**config.mk**
```make
export PLATFORM = sky130hd
export DESIGN_NAME = systolic_ctrl
export DESIGN_NICKNAME = d
export VERILOG_FILES = /design/src/rtl/systolic_ctrl.sv
export SDC_FILE = /design/constraint.sdc
export NUM_CORES = 1
export LEC_CHECK = 0
export ABC_AREA = 1
export CAP_MARGIN = 20
export CELL_PAD_IN_SITES_DETAIL_PLACEMENT = 1
export CELL_PAD_IN_SITES_GLOBAL_PLACEMENT = 2
export CORE_MARGIN = 2
export CORE_UTILIZATION = 28
export CTS_CLUSTER_SIZE = 12
export DETAILED_ROUTE_END_ITERATION = 8
export PLACE_DENSITY = 0.91
export SLEW_MARGIN = 10
export SYNTH_ARGS = -nofsm -noshare
export SYNTH_HDL_FRONTEND = slang
export SYNTH_SLANG_ARGS = --single-unit
```
**constraint.sdc**
```tcl
create_clock -name clk -period 1.59 [get_ports clk]
set_input_delay 0.159 -clock clk [delete_from_list [all_inputs] [get_ports clk]]
set_output_delay 0.159 -clock clk [all_outputs]
set_load 0.01 [all_outputs]
```
**src/rtl/systolic_ctrl.sv**
```systemverilog
// Purpose : sequencer for an N x N output-stationary FP8 x FP8 -> BF16 systolic array.
// Latency : start at edge E0 -> pe_clear in cycle 1, FEED cycles 2..3N-1, CAPTURE 3N, first result 3N+1.
// Backpr. : result stream is valid/ready; res_data/res_idx hold while res_ready=0, no timeout.
//
// Ports:
//   clk, rst          clock, asynchronous active-low reset
//   load_*            host tile write port (A/B buffers), accepted only in IDLE
//   start/busy/done   run control and status; done is a single-cycle pulse
//   pe_clear          clear for every PE accumulator
//   a_feed / b_feed   skewed west-edge / north-edge operands
//   c_in              BF16 accumulator outputs of the PE grid
//   res_*             row-major BF16 result stream
module systolic_ctrl #(
    parameter int N  = 2,
    parameter int AW = (N * N > 1) ? $clog2(N * N) : 1
) (
    input  logic                clk,
    input  logic                rst,
    input  logic                load_valid,
    output logic                load_ready,
    input  logic                load_sel,
    input  logic [AW-1:0]       load_addr,
    input  logic [7:0]          load_data,
    input  logic                start,
    output logic                busy,
    output logic                done,
    output logic                pe_clear,
    output logic [8*N-1:0]      a_feed,
    output logic [8*N-1:0]      b_feed,
    input  logic [16*N*N-1:0]   c_in,
    output logic                res_valid,
    input  logic                res_ready,
    output logic [15:0]         res_data,
    output logic [AW-1:0]       res_idx
);

    localparam int NN        = N * N;
    localparam int SW        = $clog2(3 * N);
    localparam int STEP_LAST = 3 * N - 3;
    localparam logic [AW:0] NN_W = (AW + 1)'(NN);

    localparam logic [2:0] S_IDLE  = 3'd0;
    localparam logic [2:0] S_CLEAR = 3'd1;
    localparam logic [2:0] S_FEED  = 3'd2;
    localparam logic [2:0] S_CAPT  = 3'd3;
    localparam logic [2:0] S_OUT   = 3'd4;

    logic [2:0]    state_q, state_d;
    logic [SW-1:0] step_q,  step_d;
    logic [AW-1:0] idx_q,   idx_d;
    logic          done_q,  done_d;

    logic [7:0]    a_buf_q [NN];
    logic [7:0]    b_buf_q [NN];
    logic [15:0]   res_q   [NN];

    logic in_idle;
    logic load_we;

    assign in_idle = (state_q == S_IDLE);
    // Out-of-range addresses are dropped rather than aliased onto a real element.
    assign load_we = in_idle && load_valid && ({1'b0, load_addr} < NN_W);

    // ------------------------------------------------------------------
    // Sequencer
    // ------------------------------------------------------------------
    always_comb begin
        state_d = state_q;
        step_d  = step_q;
        idx_d   = idx_q;
        done_d  = 1'b0;
        case (state_q)
            S_IDLE: begin
                if (start) begin
                    state_d = S_CLEAR;
                end
            end
            S_CLEAR: begin
                step_d  = '0;
                state_d = S_FEED;
            end
            S_FEED: begin
                if (step_q == SW'(STEP_LAST)) begin
                    step_d  = '0;
                    state_d = S_CAPT;
                end else begin
                    step_d = step_q + SW'(1);
                end
            end
            S_CAPT: begin
                idx_d   = '0;
                state_d = S_OUT;
            end
            S_OUT: begin
                if (res_ready) begin
                    if (idx_q == AW'(NN - 1)) begin
                        idx_d   = '0;
                        done_d  = 1'b1;
                        state_d = S_IDLE;
                    end else begin
                        idx_d = idx_q + AW'(1);
                    end
                end
            end
            default: begin
                state_d = S_IDLE;
                step_d  = '0;
                idx_d   = '0;
            end
        endcase
    end

    always_ff @(posedge clk or negedge rst) begin
        if (!rst) begin
            state_q <= S_IDLE;
            step_q  <= '0;
            idx_q   <= '0;
            done_q  <= 1'b0;
        end else begin
            state_q <= state_d;
            step_q  <= step_d;
            idx_q   <= idx_d;
            done_q  <= done_d;
        end
    end

    // ------------------------------------------------------------------
    // Tile buffers: written only in IDLE, persist across runs.
    // ------------------------------------------------------------------
    always_ff @(posedge clk or negedge rst) begin
        if (!rst) begin
            for (int e = 0; e < NN; e++) begin
                a_buf_q[e] <= '0;
                b_buf_q[e] <= '0;
            end
        end else if (load_we) begin
            if (load_sel) begin
                b_buf_q[load_addr] <= load_data;
            end else begin
                a_buf_q[load_addr] <= load_data;
            end
        end
    end

    // ------------------------------------------------------------------
    // Result capture: the grid sees only zero operands during CAPTURE,
    // so c_in already holds the final accumulator values.
    // ------------------------------------------------------------------
    always_ff @(posedge clk or negedge rst) begin
        if (!rst) begin
            for (int e = 0; e < NN; e++) begin
                res_q[e] <= '0;
            end
        end else if (state_q == S_CAPT) begin
            for (int e = 0; e < NN; e++) begin
                res_q[e] <= c_in[16*e +: 16];
            end
        end
    end

    // ------------------------------------------------------------------
    // Skewed edge operands. Row i of A enters i cycles late and column j
    // of B enters j cycles late, so the k-th products meet in PE(i,j) at
    // step i+j+k. Lanes outside their window carry zero.
    // ------------------------------------------------------------------
    always_comb begin
        a_feed = '0;
        b_feed = '0;
        if (state_q == S_FEED) begin
            for (int i = 0; i < N; i++) begin
                for (int k = 0; k < N; k++) begin
                    if (step_q == SW'(i + k)) begin
                        a_feed[8*i +: 8] = a_buf_q[AW'(i * N + k)];
                        b_feed[8*i +: 8] = b_buf_q[AW'(k * N + i)];
                    end
                end
            end
        end
    end

    // Outputs decoded straight from state so an async reset clears them at once.
    assign load_ready = in_idle;
    assign busy       = !in_idle;
    assign done       = done_q;
    assign pe_clear   = (state_q == S_CLEAR);
    assign res_valid  = (state_q == S_OUT);
    assign res_data   = (state_q == S_OUT) ? res_q[idx_q] : 16'h0000;
    assign res_idx    = (state_q == S_OUT) ? idx_q : '0;

endmodule

```
==> impl_metrics.yaml <==
floorplanning:
  rows: 50
  core_area_um2: 18600
  initial_core_util_pct: 28.4
  die-area_um2: 20100
  die_w_um: 142
  die_y_um: 142
  ios: 135
synth:
  synth.top_cells.by_area: "dfrtp_1 50%, nand2_1 18%, nor2_1 5.2%"
  syn_area_um2: 5300
  synth.distinct_cells: 23
  synth-seq-area-share_pct: 49.6
  avgSynthCellArea_um2: 7.65
  ys.warnings.count: 0
  yosys.area.top_type_share_pct: 49.6
  synth-seq-cells: 105
  syn_inst: 693
  yosysTopAreaCell: "dfrtp_1"
job:
  maxCapViolations: 0
power_and_ir_drop:
  intPower_mw: 7.14
  vdd_ir_drop_max_uv: 697
  clkPwrFrac_pct: 19.2
  combinationalPowerShare_pct: 52.4
  p_leak_nw: 4.04
  seq_power_share_pct: 28.5
  sw_frac_of_total_pct: 40.9
  p_sw_mw: 4.94
  p_per_area_nw_per_um2: 1380
global_route:
  antenna_found_initial: 0
  met2_usage_pct: 31.9
  busiest_layer: "met2"
  grt_max_degree: 106
  grt_use_met1_pct: 23.9
  grt_pass1_vias: 5354
  use_met3_pct: 3.44
  overflow: 0
  grt_usage_pct: 18.6
  grt_pass1_wl_mm: 28.8
sta:
  relSlewSlack_pct: 58.3
  post-route-min-period_ps: 1900
  fmax_ghz: 0.527
  finalSetupTns_ps: -8630
  worst_pin_slew_ps: 626
  slew_viol_final: 0
  finalHoldViolations: 0
  clock_skew_ps: 10.1
  holdWs_ps: 319
  post-route-period-util_pct: 119
  rsz0062_at_grt: "true"
  finalWorstSetupSlack_ps: -306
  finalSetupViolations: 71
setup_path:
  r2r_start: "state_q[1]"
  start_kind: "flip-flop"
  arrival_ps: 1740
  r2r_end: "res_q[17]"
  path_max_fanout: 7
  reg2regPathDepth: 9
  worstPathRequired_ps: 1430
  end_kind: "primary output"
  reg2reg_slack_ps: -60
  critPathLaunch: "idx_q[0]"
  crit_type: "flip-flop to primary output"
route:
  drcViolationCount: 0
  wl_per_cell_um: 19.9
  vias_per_cell: 4.94
  wirelength_mm: 22.2
  num_vias: 5514
  drtAntennaViolNets: 0
  drt-pass1-iter-count: 4
  drt_iter0_drc: 217
hold_path:
  hold_end: "res_q[15]"
  holdPathStages: 3
  hold_class: "input port to flip-flop"
  min_from: "c_in[63]"
cts:
  clk_pin_slew_ps: 80
  cts_root_buf: "clkbuf_16"
  clock_path_buffers: 2
  cts_buffers: 9
  h-tree-depth: 3
  cts_tree: "built"
  cts_sinks: 105
  insertion_delay_ps: 370
status:
  status: "complete, but fails checks"
  violations: "negative setup slack"
cells_and_area:
  final_cell_area_um2: 8730
  fill_cells: 2193
  antenna_cells: 0
  nNetsFinal: 961
  drive_above_1_share_pct: 37.1
  layout_common_cells: "186 x nand2_1, 103 x dfrtp_1, 79 x clkdlybuf4s50_1"
  syn2layout_area_growth_pct: 64.7
  final_common_cell: "nand2_1"
  fin_cells: 1116
placed_design:
  gp_congestion: 0.740
  portBuffers: 126
  hpwl_mm: 11.9
  dp.cells: 1056
  placed_cell_area_um2: 7040
## timing repair
item	CTS	global route
resized for setup	309	188
hold endpoints to repair	105	0
endpoints found under the setup margin	55	127
cloned	5	16
pin swaps	36	61
hold buffers	1	0
setup buffers	14	11
## sequential cells by signal, summed over array words and instances (netlist names)
register	count
b_buf_q	16
step_q	3
a_buf_q	16
res_q	64
done	1
idx_q	2
state_q	3
## logic make-up after synthesis
group / share of synthesized area (%)
other cells: 0.0707
buf+inv: 8.80
simple gates: 30.3
compound gates: 10.4
fa+ha+maj: 0.944
flops: 49.6
## Yosys cell counts (all sizes together)
master	instances
nand3	39
ha	4
o21ai	38
inv	51
o21bai	32
nand4	2
nor3	19
a21oi	24
dfrtp	105
buf	28
nand2	255
clkinv	1
clkbuf	16
nor2	77
conb	1
nand3b	1
## layer usage
metal  wire [µm]  vias up
li1            -     2537
met5           0        -
met3        1080       48
met4         817        0
met1        8890     2746
met2       11400      183
## critical path, cell delays in order, from the launching register on
cell and delay, ps:
dfrtp_2 410, buf_6 140, buf_12 150, nor2_2 50
nor2_1 80, o21ai_1 120, a21oi_2 250, buf_2 180
## stage by stage
step	power [mW]	setup WS, ps	utilization (%)
after detailed placement	8.05	-399	37.8
after global routing	12.8	-354	46.8
after CTS	11.2	-291	41.4
after global placement	7.96	-366	37.8
final	12.1	-306	46.8
after floorplan	5.64	73.7	-
## how the worst max path moves through the flow
stage               slack [ps]          end  cells after the start
floorplan                   70    a_feed[0]                      6
global placement          -370    a_feed[4]                      8
detailed placement        -400    a_feed[4]                      8
CTS                       -290    a_feed[4]                      8
global route              -350  res_data[7]                      7
finish                    -310  res_data[7]                      7
## layout make-up
class                           instances  area (µm²)  share of cell area (%)
Clock buffer                            9         225                    2.58
Clock inverter                          7        70.1                   0.802
Inverter                               52         225                    2.58
Multi-Input combinational cell        499        3030                    34.7
Sequential cell                       105        2630                    30.1
Tap cell                              234         293                    3.35
Timing Repair Buffer                  210        2260                    25.9
## power by group through the flow
| stage | registers [mW] | logic (mW) | clock network (mW) |
|---|---|---|---|
| global route | 3.51 | 6.80 | 2.47 |
| CTS | 3.43 | 5.43 | 2.34 |
| finish | 3.44 | 6.32 | 2.32 |
| floorplan | 3.39 | 2.25 | 0 |
| detailed placement | 3.46 | 4.59 | 0 |
| global placement | 3.44 | 4.52 | 0 |
No activity file was read; power rests on OpenSTA's default activity.
